<file path="config.mk">
export PLATFORM = sky130hd
export DESIGN_NAME = req_arbiter_4_flat
export DESIGN_NICKNAME = d
export VERILOG_FILES = /design/src/rtl/req_arbiter_4_if.sv /design/src/rtl/req_arbiter_4.sv /design/src/flat_wrapper.sv
export SDC_FILE = /design/constraint.sdc
export NUM_CORES = 1
export LEC_CHECK = 0
export CAP_MARGIN = 20
export CORE_MARGIN = 2
export CORE_UTILIZATION = 50
export CTS_BUF_LIST = sky130_fd_sc_hd__clkbuf_16
export CTS_CLUSTER_DIAMETER = 150
export CTS_CLUSTER_SIZE = 10
export DETAILED_ROUTE_END_ITERATION = 8
export DONT_BUFFER_PORTS = 1
export PLACE_DENSITY = 0.73
export SETUP_SLACK_MARGIN = 0.1
export SLEW_MARGIN = 20
export SYNTH_ARGS = -nofsm -noshare
export SYNTH_HDL_FRONTEND = slang
export SYNTH_SLANG_ARGS = --single-unit
</file>
<file path="constraint.sdc">
create_clock -name i_clk -period 1.95 [get_ports i_clk]
set_input_delay 0 -clock i_clk [delete_from_list [all_inputs] [get_ports i_clk]]
set_output_delay 0 -clock i_clk [all_outputs]
set_load 0.1 [all_outputs]
</file>
<file path="src/rtl/req_arbiter_4_if.sv">
// req_arbiter_4_if: request/grant bundle between requesters and the arbiter
interface req_arbiter_4_if;
  logic [3:0] req;
  logic [3:0] gnt;
  logic [1:0] gnt_id;
  logic       v;
  logic       timeout;
  modport master(output req, input gnt, gnt_id, v, timeout);
  modport slave(input req, output gnt, gnt_id, v, timeout);
endinterface

</file>
<file path="src/rtl/req_arbiter_4.sv">
// req_arbiter_4: four-way arbiter with hold timeout and turnaround; ROUND_ROBIN_EN selects round-robin
module req_arbiter_4 #(
  parameter int MAX_HOLD = 15,
  parameter int CNT_W    = 4
) (
  input  logic i_clk,
  input  logic i_rst_n,
  req_arbiter_4_if.slave bus
);
  typedef enum logic [1:0] {IDLE, GRANT, RELEASE} state_t;
  state_t           r_state, w_state_nx;
  logic [3:0]       r_gnt, w_gnt_nx, r_block, w_block_set, w_ereq;
  logic [1:0]       r_gnt_id, w_gnt_id_nx, w_win;
  logic [CNT_W-1:0] r_cnt, w_cnt_nx;
  logic             r_timeout, w_timeout_nx;
  assign w_ereq      = bus.req & ~r_block;
  assign bus.gnt     = r_gnt;
  assign bus.gnt_id  = r_gnt_id;
  assign bus.v       = |r_gnt;
  assign bus.timeout = r_timeout;
`ifdef ROUND_ROBIN_EN
  // winner search: descending from last owner - 1, last owner checked last
  always_comb begin
    w_win = 2'd0;
    for (int k = 4; k >= 1; k--) if (w_ereq[r_gnt_id - 2'(k)]) w_win = r_gnt_id - 2'(k);
  end
`else
  // winner search: highest pending index wins
  always_comb begin
    w_win = 2'd0;
    for (int k = 0; k < 4; k++) if (w_ereq[k]) w_win = 2'(k);
  end
`endif
  // next-state and output decode; IDLE and RELEASE arbitrate identically
  always_comb begin
    w_state_nx   = r_state;
    w_gnt_nx     = r_gnt;
    w_gnt_id_nx  = r_gnt_id;
    w_cnt_nx     = r_cnt;
    w_timeout_nx = 1'b0;
    w_block_set  = 4'b0000;
    case (r_state)
      GRANT: begin
        w_cnt_nx = r_cnt + 1'b1;
        if (!bus.req[r_gnt_id]) begin
          w_state_nx = RELEASE;
          w_gnt_nx   = 4'b0000;
        end else if (r_cnt == CNT_W'(MAX_HOLD - 1)) begin
          w_state_nx            = RELEASE;
          w_gnt_nx              = 4'b0000;
          w_timeout_nx          = 1'b1;
          w_block_set[r_gnt_id] = 1'b1;
        end
      end
      default: begin
        w_state_nx  = |w_ereq ? GRANT : IDLE;
        w_gnt_nx    = |w_ereq ? 4'(1) << w_win : 4'b0000;
        w_gnt_id_nx = |w_ereq ? w_win : r_gnt_id;
        w_cnt_nx    = '0;
      end
    endcase
  end
  // state and output registers; a requester's block lifts whenever its line is seen low
  always_ff @(posedge i_clk or negedge i_rst_n) begin
    if (!i_rst_n) begin
      r_state   <= IDLE;
      r_gnt     <= 4'b0000;
      r_gnt_id  <= 2'd0;
      r_cnt     <= '0;
      r_timeout <= 1'b0;
      r_block   <= 4'b0000;
    end else begin
      r_state   <= w_state_nx;
      r_gnt     <= w_gnt_nx;
      r_gnt_id  <= w_gnt_id_nx;
      r_cnt     <= w_cnt_nx;
      r_timeout <= w_timeout_nx;
      r_block   <= (r_block | w_block_set) & bus.req;
    end
  end
endmodule
</file>
<file path="src/flat_wrapper.sv">
// flat-port wrapper written by rule: the top's interface ports become plain ports
module req_arbiter_4_flat 
#(
  parameter int MAX_HOLD = 15,
  parameter int CNT_W    = 4
)
  (i_clk, i_rst_n, bus_req, bus_gnt, bus_gnt_id, bus_v, bus_timeout);
  req_arbiter_4_if bus_i ();
  input  logic i_clk;
  input  logic i_rst_n;
  input wire logic [$bits(bus_i.req)-1:0] bus_req;
  output wire logic [$bits(bus_i.gnt)-1:0] bus_gnt;
  output wire logic [$bits(bus_i.gnt_id)-1:0] bus_gnt_id;
  output wire logic [$bits(bus_i.v)-1:0] bus_v;
  output wire logic [$bits(bus_i.timeout)-1:0] bus_timeout;
  assign bus_i.req = bus_req;
  assign bus_gnt = bus_i.gnt;
  assign bus_gnt_id = bus_i.gnt_id;
  assign bus_v = bus_i.v;
  assign bus_timeout = bus_i.timeout;
  req_arbiter_4 #(.MAX_HOLD(MAX_HOLD), .CNT_W(CNT_W)) u_core (.i_clk(i_clk), .i_rst_n(i_rst_n), .bus(bus_i));
endmodule
</file>
-- Yosys cells after proc, flatten, opt, wreduce, memory -nomap -nowiden
Cells that the tools add are included.
- flip-flop bits (word level): 17
- bits in latches: 0
- RAM bits: 0
- bits in read-only memories: 0
- input port bits: 6
- output and inout port bits: 8
- word-level logic and storage cells: 44
- memories kept: 0
- add/sub/neg operators: 1
- $mul: 0
- divide/modulo/power cells: 0
- magnitude comparators: 2
- eq/ne operators: 3
- shift-type cells: 1
- mux-type cells: 22
- bitwise logic cells: 5
- reduce and logical (&&, ||, !) cells: 4
- operators by type and width (kind ; number):
    4-bit 2-to-1 mux ; 8
    2-bit 2-to-1 mux ; 5
    4-bit AND ; 2
    4-bit OR reduction ; 2
    1-bit 2-to-1 mux ; 7
    4-bit by 1-bit adder with 4-bit output, second input constant ; 1
    4-bit equality test, second input constant ; 1
    4-bit NOT ; 1
    4-bit OR ; 1
    1-bit by 2-bit << shifter with 4-bit output, first input constant ; 1
    2-bit by 3-bit < comparator with 1-bit output, second input constant ; 1
    3-bit inequality test, second input constant ; 1
    1-bit binary-select mux with 2-bit select ; 1
    1-bit demux with 2-bit select ; 1
    2-bit by 1-bit equality test with 1-bit output, second input constant ; 1
    2-bit by 1-bit >= comparator with 1-bit output, second input constant ; 1
    2-bit AND reduction ; 1
    1-bit logical AND ; 1
    1-bit NOT ; 1

-- Depth between registers and ports, before layout
Gate-level depths: netlist of run 1.
- depth after elaboration: 9
- depth in mapped cells: 5

-- Worst setup path before layout of run 1
No wires, ideal clock.
- path kind: reg2reg
- start: register u_core.r_gnt_id[0], in the netlist u_core.bus.gnt_id[0]
- end: register u_core.r_gnt[1], in the netlist u_core.bus.gnt[1]
- setup time: 0.122 ns
- data arrival time: 2.032 ns
- setup slack: -0.203 ns
- stages on the path, launching flop included: 4
- buffers on the path: 0
- path through: dfrtp_1 mux4_2 and2_4 a32o_1
- word-level cells in the longest chain between the ends: 4
- ends and longest elaborated chain (element ; RTL line ; text):
    from (decl) ; req_arbiter_4.sv:13 ; logic [1:0] r_gnt_id, w_gnt_id_nx, w_win;
    from (signal assigned) ; req_arbiter_4.sv:75 ; r_gnt_id <= w_gnt_id_nx;
    1-bit binary-select mux with 2-bit select (*) ; req_arbiter_4.sv:45 ; if (!bus.req[r_gnt_id]) begin
    1-bit 2-to-1 mux (not written as such) (*) ; req_arbiter_4.sv:45 ;
    4-bit 2-to-1 mux ; req_arbiter_4.sv:45 ;
    4-bit 2-to-1 mux ; req_arbiter_4.sv:42 ; case (r_state)
    to (signal assigned) ; req_arbiter_4.sv:74 ; r_gnt <= w_gnt_nx;
    to (decl) ; req_arbiter_4.sv:12 ; logic [3:0] r_gnt, w_gnt_nx, r_block, w_block_set, w_ereq;
Every way passes the cells marked *; elsewhere a longest branch is shown, timed or not. The select of a mux whose other input is x is not followed.
A chain may end at the register's enable or synchronous reset.

-- Worst setup path in the final report of run 1
- start: register u_core.r_cnt[0]
- end: register u_core.r_gnt[1], in the netlist u_core.bus.gnt[1]
- word-level cells in the longest chain between the ends: 2
- ends and longest elaborated chain (element ; RTL line ; text):
    from (decl) ; req_arbiter_4.sv:14 ; logic [CNT_W-1:0] r_cnt, w_cnt_nx;
    from (signal assigned) ; req_arbiter_4.sv:76 ; r_cnt <= w_cnt_nx;
    4-bit equality test ; req_arbiter_4.sv:48 ; end else if (r_cnt == CNT_W'(MAX_HOLD - 1)) begin
    3-bit inequality test (no line) ; -- ;
Every way passes these cells.

==> results of run 1 <==
[worst paths after layout]
path	cells after the start	start	slack (ns)	to
setup / recovery	5	u_core.r_cnt[0]	0.46	u_core.bus.gnt[1]
hold / removal	2	bus_req[1]	0.04	u_core.bus.gnt[0]
setup reg to reg	5	u_core.r_cnt[0]	0.46	u_core.bus.gnt[1]
hold reg to reg	1	u_core.r_cnt[0]	0.49	u_core.r_cnt[0]
max in group asynchronous	1	i_rst_n	1.19	u_core.bus.gnt_id[0]
min in group asynchronous	1	i_rst_n	0.25	u_core.bus.gnt_id[1]
[sequential cells by signal (all words and copies together) (netlist names)]
name and count:
u_core.r_state 2, u_core.bus.gnt 4, u_core.bus.timeout 1, u_core.r_block 4, u_core.bus.gnt_id 2, u_core.r_cnt 4
[final cells by class]
cell class / instances / area [sq um]
inverters: 2 / 7.51
clock buffers: 3 / 75.1
repair buffers: 13 / 110
well taps: 16 / 20.0
flip-flops and latches: 17 / 428
multi-input cells: 49 / 344
clock inverters: 1 / 3.75
fillers: 113 / 500
[synth_stat cells]
| cell | number |
|---|---|
| mux2_2 | 1 |
| o41ai_2 | 1 |
| nor2_1 | 8 |
| nand2_1 | 5 |
| xor2_1 | 1 |
| nand4_1 | 1 |
| clkbuf_1 | 2 |
| and4_1 | 1 |
| nand3_1 | 3 |
| inv_1 | 2 |
| dfrtp_1 | 17 |
| ha_1 | 2 |
| or4_1 | 1 |
| mux4_2 | 1 |
| nand2b_1 | 3 |
| o21ai_0 | 3 |
| o2bb2ai_1 | 1 |
| a32o_1 | 2 |
| nor3b_1 | 1 |
| o41ai_1 | 2 |
| nor2b_1 | 5 |
| a41o_1 | 1 |
| nor4_1 | 2 |
| o21a_1 | 2 |
| and2_4 | 1 |
| xnor2_1 | 1 |
[per-stage QoR]
stage / util, % / power, mW
6_report: 66.4 / 1.78
3_3_place_gp: 57.7 / 1.36
4_1_cts: 66.4 / 1.80
3_5_place_dp: 57.7 / 1.38
2_1_floorplan: - / 1.21
5_1_grt: 66.4 / 1.86
[power by group]
part           leakage [nW]  switching, mW  total [mW]  internal, mW
sequential            0.221         0.0655       0.508         0.443
combinational         0.203          0.658       0.875         0.218
clock                0.0423          0.128       0.400         0.272
[routing by layer]
layer / up-vias / routed length, um
li1: 284 / -
met1: 271 / 701
met2: 17 / 730
met3: 8 / 100
met4: 0 / 78
met5: - / 0
[kinds of logic (layout without fill, tap and decap cells)]
logic type	Yosys count	in the layout
multiplexers	2	2
AND/OR/NAND/NOR	31	31
flip-flops	17	17
adder cells (fa/ha/maj)	2	2
AO/OA/AOI/OAI	12	12
buffers and inverters	4	19
XOR/XNOR	2	2
[timing repair]
item | 4_1_cts | 5_1_grt
setup endpoints to repair | 0 | 0
hold endpoints to repair | 22 | 0
hold buffers | 5 | 0
==> impl_metrics.tcl, run 1 <==
set metrics [dict create \
    path_cells "inv_1 -> ha_1 -> nand3_1 -> and2_4 -> a32o_1" \
    insertion_delay_ns 0.25 \
    dp_cells 92 \
    n_antenna_cell 0 \
    post_drt_wl_per_cell_um 16.0 \
    gr-usage-met1_pct 25.2 \
    clk_pin_slew_worst_paths_ns 0.05 \
    drive_gt1_share_pct 20.0 \
    synthesis.nets 78 \
    leakage_nw 0.466 \
    start_util_pct 52.7 \
    rsz0062_at_grt "false" \
    core_area_sq_mm 0.00149 \
    final_cells 101 \
    p_per_area_mw_per_mm2 1800 \
    grt_pass1_vias 554 \
    clockBufferDepth 2 \
    worst_ep_required_time_ns 2.08 \
    numPortBuffers 0 \
    synthDistinctLibCells 26 \
    synth_top_family_by_area "simple AND/OR/NAND/NOR gates" \
    timing.setup.tns_ns 0 \
    crit_arrival_ns 1.62 \
    synth_mux_area_share_pct 4.31 \
    yosys.area_share.xor_xnor_pct 2.23 \
    cts_buffers 3 \
    io_pins 14 \
    die_height_um 43.6 \
    synth_cells 70 \
    dieArea_sq_mm 0.00190 \
    worst-path-buf-inv 1 \
    clock_skew_ns 0.00229 \
    end_kind "flop" \
    grt_max_degree 18 \
    status "finished, final reports clean" \
    synth_compound_area_share_pct 13.1 \
    cts_max_level 1 \
    final_cell_mix "dfrtp_1 (15), nor2_1 (8), buf_4 (8)" \
    cts_tree "yes" \
    synthSimpleGateAreaFrac_pct 21.1 \
    syn_area_per_cell_sq_um 11.2 \
    grt_overflow 0 \
    synth_top_area_share_pct 54.2 \
    yosys_warnings 0 \
    grt_use_met2_pct 29.1 \
    root_buffer "clkbuf_16" \
    postCtsSetupBuffers 0 \
    drv_slew 0 \
    vias 580 \
    crit_slowest_cell "dfrtp_1" \
    holdCritPathClass "in -> reg" \
    numClockSinks 17 \
    post-route-drc-count 0 \
    path_delay_family "simple AND/OR/NAND/NOR gates" \
    cpPeakStageDelay_ns 0.40 \
    grt_pass1_wl_um 2680 \
    fin_crit_ns 1.49 \
    top_usage_layer "met2" \
    yosysTopAreaCell "dfrtp_1" \
    worstSetupStartpointType "flop" \
    hold_viol_final 0 \
    place_congestion 0.783 \
    worst_ir_drop_vdd_v 0.00129 \
    detail-route-antenna-nets 0 \
    grt_use_total_pct 20.6 \
    use_met3_pct 8.33 \
    row_count 14 \
    worst_slew_pin_slew_ns 0.727 \
    hpwl_um 1210 \
    final_common_cell "dfrtp_1" \
    wl_um 1610 \
    drtIter0Drc 8 \
    synth-seq-cells 17 \
    post-place-ws_ns 0.470 \
    fin_ws_ns 0.459 \
    cap_violations 0 \
    syn_to_final_growth_pct 26.0 \
    critPathKind "reg -> reg" \
    synth_area_sq_um 785 \
    synth-adder-area-share_pct 3.19 \
    antenna_found_initial 0 \
    fmax_mhz 671 \
    viasPerCell 5.74 \
    worst_hold_slack_ns 0.0411 \
    fin_crit_sh_pct 76.5 \
    dr.pass1.iters 3 \
    slew_headroom_pct 51.3 \
    synth_seq_area_share_pct 54.2 \
    ctsResizeCount 0 \
    synth.area.top_cells "dfrtp_1 (54%), nor2b_1 (4.0%), nor2_1 (3.8%), ha_1 (3.2%), mux4_2 (2.9%)" \
    critPathMaxFanout 9 \
    dpl-instance-area_sq_um 860 \
    die_x_um 43.6 \
    fin_area_sq_um 988 \
    nNetsFinal 94 \
    finalSetupViolations 0 \
]
Note: power is estimated with default switching activity, not from simulation.
==> run 2, diff against run 1 <==
clock period = 1.4 ns   (was 1.95 ns; I/O delays follow)
==> run 2 against run 1 <==
Compared with the run above: the run now ends with negative setup slack left; total power grew 58%; hold slack gained 0.045 ns; first-iteration DRC count grew to 3.4 times the previous value; combinational power grew 74%; largest power group unchanged; flip-flop and latch count is the same; critical path depth shrank 2; largest cell class unchanged; non-clock buffer count grew 11; sequential power grew 41%; worst setup slack lost 0.51 ns; die area is the same; register-to-register slack lost 0.51 ns.
==> impl_metrics.tcl, run 2 (synthesized netlist as in run 1, its figures left out) <==
set metrics [dict create \
    status "complete, but fails checks" \
    violations "negative setup slack" \
    p_per_area_mw_per_mm2 2420 \
    grt_pass1_vias 628 \
    clk_pin_slew_worst_paths_ns 0.05 \
    grt_pass1_wl_um 3020 \
    reg2regPathDepth 3 \
    end_kind "flop" \
    grt_overflow 0 \
    io_pins 14 \
    leakage_nw 0.560 \
    dp_cells 96 \
    worst_ep_required_time_ns 1.53 \
    fin_crit_sh_pct 103 \
    fin_area_sq_mm 0.00116 \
    fin_ws_ns -0.0486 \
    dpl-instance-area_sq_um 901 \
    slew_headroom_pct 48.5 \
    timing.setup.tns_ns -0.119 \
    nNetsFinal 105 \
    numClockSinks 17 \
    post-place-ws_ns -0.0818 \
    place_congestion 0.783 \
    hp-start "bus_req[1]" \
    grt_max_degree 18 \
    drive_gt1_share_pct 39.6 \
    wl_um 2000 \
    worstSetupStartpointType "flop" \
    drv_slew 0 \
    core_area_sq_mm 0.00149 \
    row_count 14 \
    numPortBuffers 0 \
    r2r-start "u_core.bus.gnt_id[0]" \
    clock_skew_ns 0.00146 \
    drtIter0Drc 27 \
    syn_to_final_growth_pct 48.0 \
    die_height_um 43.6 \
    hold-path-cell-count 2 \
    vias 668 \
    n_antenna_cell 0 \
    start_util_pct 52.7 \
    finalSetupViolations 3 \
    crit_arrival_ns 1.58 \
    worst_ir_drop_vdd_v 0.00165 \
    cts_buffers 3 \
    final_common_cell "buf_4" \
    worst_slew_pin_slew_ns 0.770 \
    critPathMaxFanout 3 \
    cts_max_level 1 \
    finalPower_mw 2.81 \
    antenna_found_initial 0 \
    fillers 93 \
    detail-route-antenna-nets 0 \
    post_drt_wl_per_cell_um 17.9 \
    die_x_um 43.6 \
    final_cells 112 \
    insertion_delay_ns 0.25 \
    cap_violations 0 \
    rsz0062_at_grt "true" \
    hpwl_um 1170 \
    dieArea_sq_mm 0.00190 \
    viasPerCell 5.96 \
    cts_tree "yes" \
    fmax_mhz 690 \
    dr.pass1.iters 4 \
    crit_start "u_core.bus.gnt_id[0]" \
    hold_viol_final 0 \
    grt_use_total_pct 22.5 \
    post-route-drc-count 0 \
    final_cell_mix "buf_4 (17), dfrtp_1 (15), nor2_1 (8)" \
    fin_crit_ns 1.45 \
    critPathKind "reg -> reg" \
    root_buffer "clkbuf_16" \
    holdCritPathClass "in -> reg" \
    clockBufferDepth 2 \
]
==> run 2: stage by stage <==
step                hold WS (ns)  utilization (%)
detailed placement        -0.295             60.5
finish                    0.0864             78.0
CTS                       0.0861             73.9
floorplan                 -0.296                -
global placement          -0.295             60.5
global route               0.102             78.0
==> run 2: layout make-up <==
class                      instances  area, sq um  share of cell area [%]
inverter                           2         7.51                   0.647
tap                               16         20.0                    1.72
multi-input combinational         49          424                    36.5
clock inverter                     1         5.00                   0.431
sequential                        17          430                    37.1
clock buffer                       3         75.1                    6.47
timing repair buffer              24          199                    17.1
==> run 2: report_power, final <==
| group | internal [mW] | total, mW | switching (mW) |
|---|---|---|---|
| logic | 0.469 | 1.52 | 1.05 |
| clock network | 0.382 | 0.574 | 0.192 |
| registers | 0.623 | 0.714 | 0.0915 |
==> run 2: final timing paths <==
kind	slack, ns	to
worst max-delay path	-0.05	u_core.bus.gnt[2]
worst min-delay path	0.09	u_core.bus.gnt[0]
worst max register to register	-0.05	u_core.bus.gnt[2]
worst min register to register	0.51	u_core.r_block[1]
max in group asynchronous	0.57	u_core.bus.gnt_id[0]
min in group asynchronous	0.27	u_core.bus.gnt[1]
==> run 2: repair_timing <==
| action | in CTS | in global routing |
|---|---|---|
| hold buffers | 6 | 0 |
| pin swaps | 5 | 2 |
| buffers inserted | 4 | 2 |
| endpoints found under the setup margin | 10 | 13 |
| endpoints found under the hold margin | 22 | 0 |
| gates resized for setup | 5 | 8 |
==> run 2: critical path: stages (launching register included) <==
cell and delay, ns:
dfrtp_4 0.41, mux4_2 0.53, and2_4 0.17, a32o_1 0.24
==> run 2: per-layer routing <==
| metal | part of all wire [%] | routed length (um) | track usage (%) |
|---|---|---|---|
| met1 | 46 | 929 | 31.1 |
| met2 | 47 | 941 | 34.7 |
| met3 | 5.6 | 112 | 4.58 |
| met4 | 0.85 | 17 | 9.09 |
| met5 | 0 | 0 | 0 |
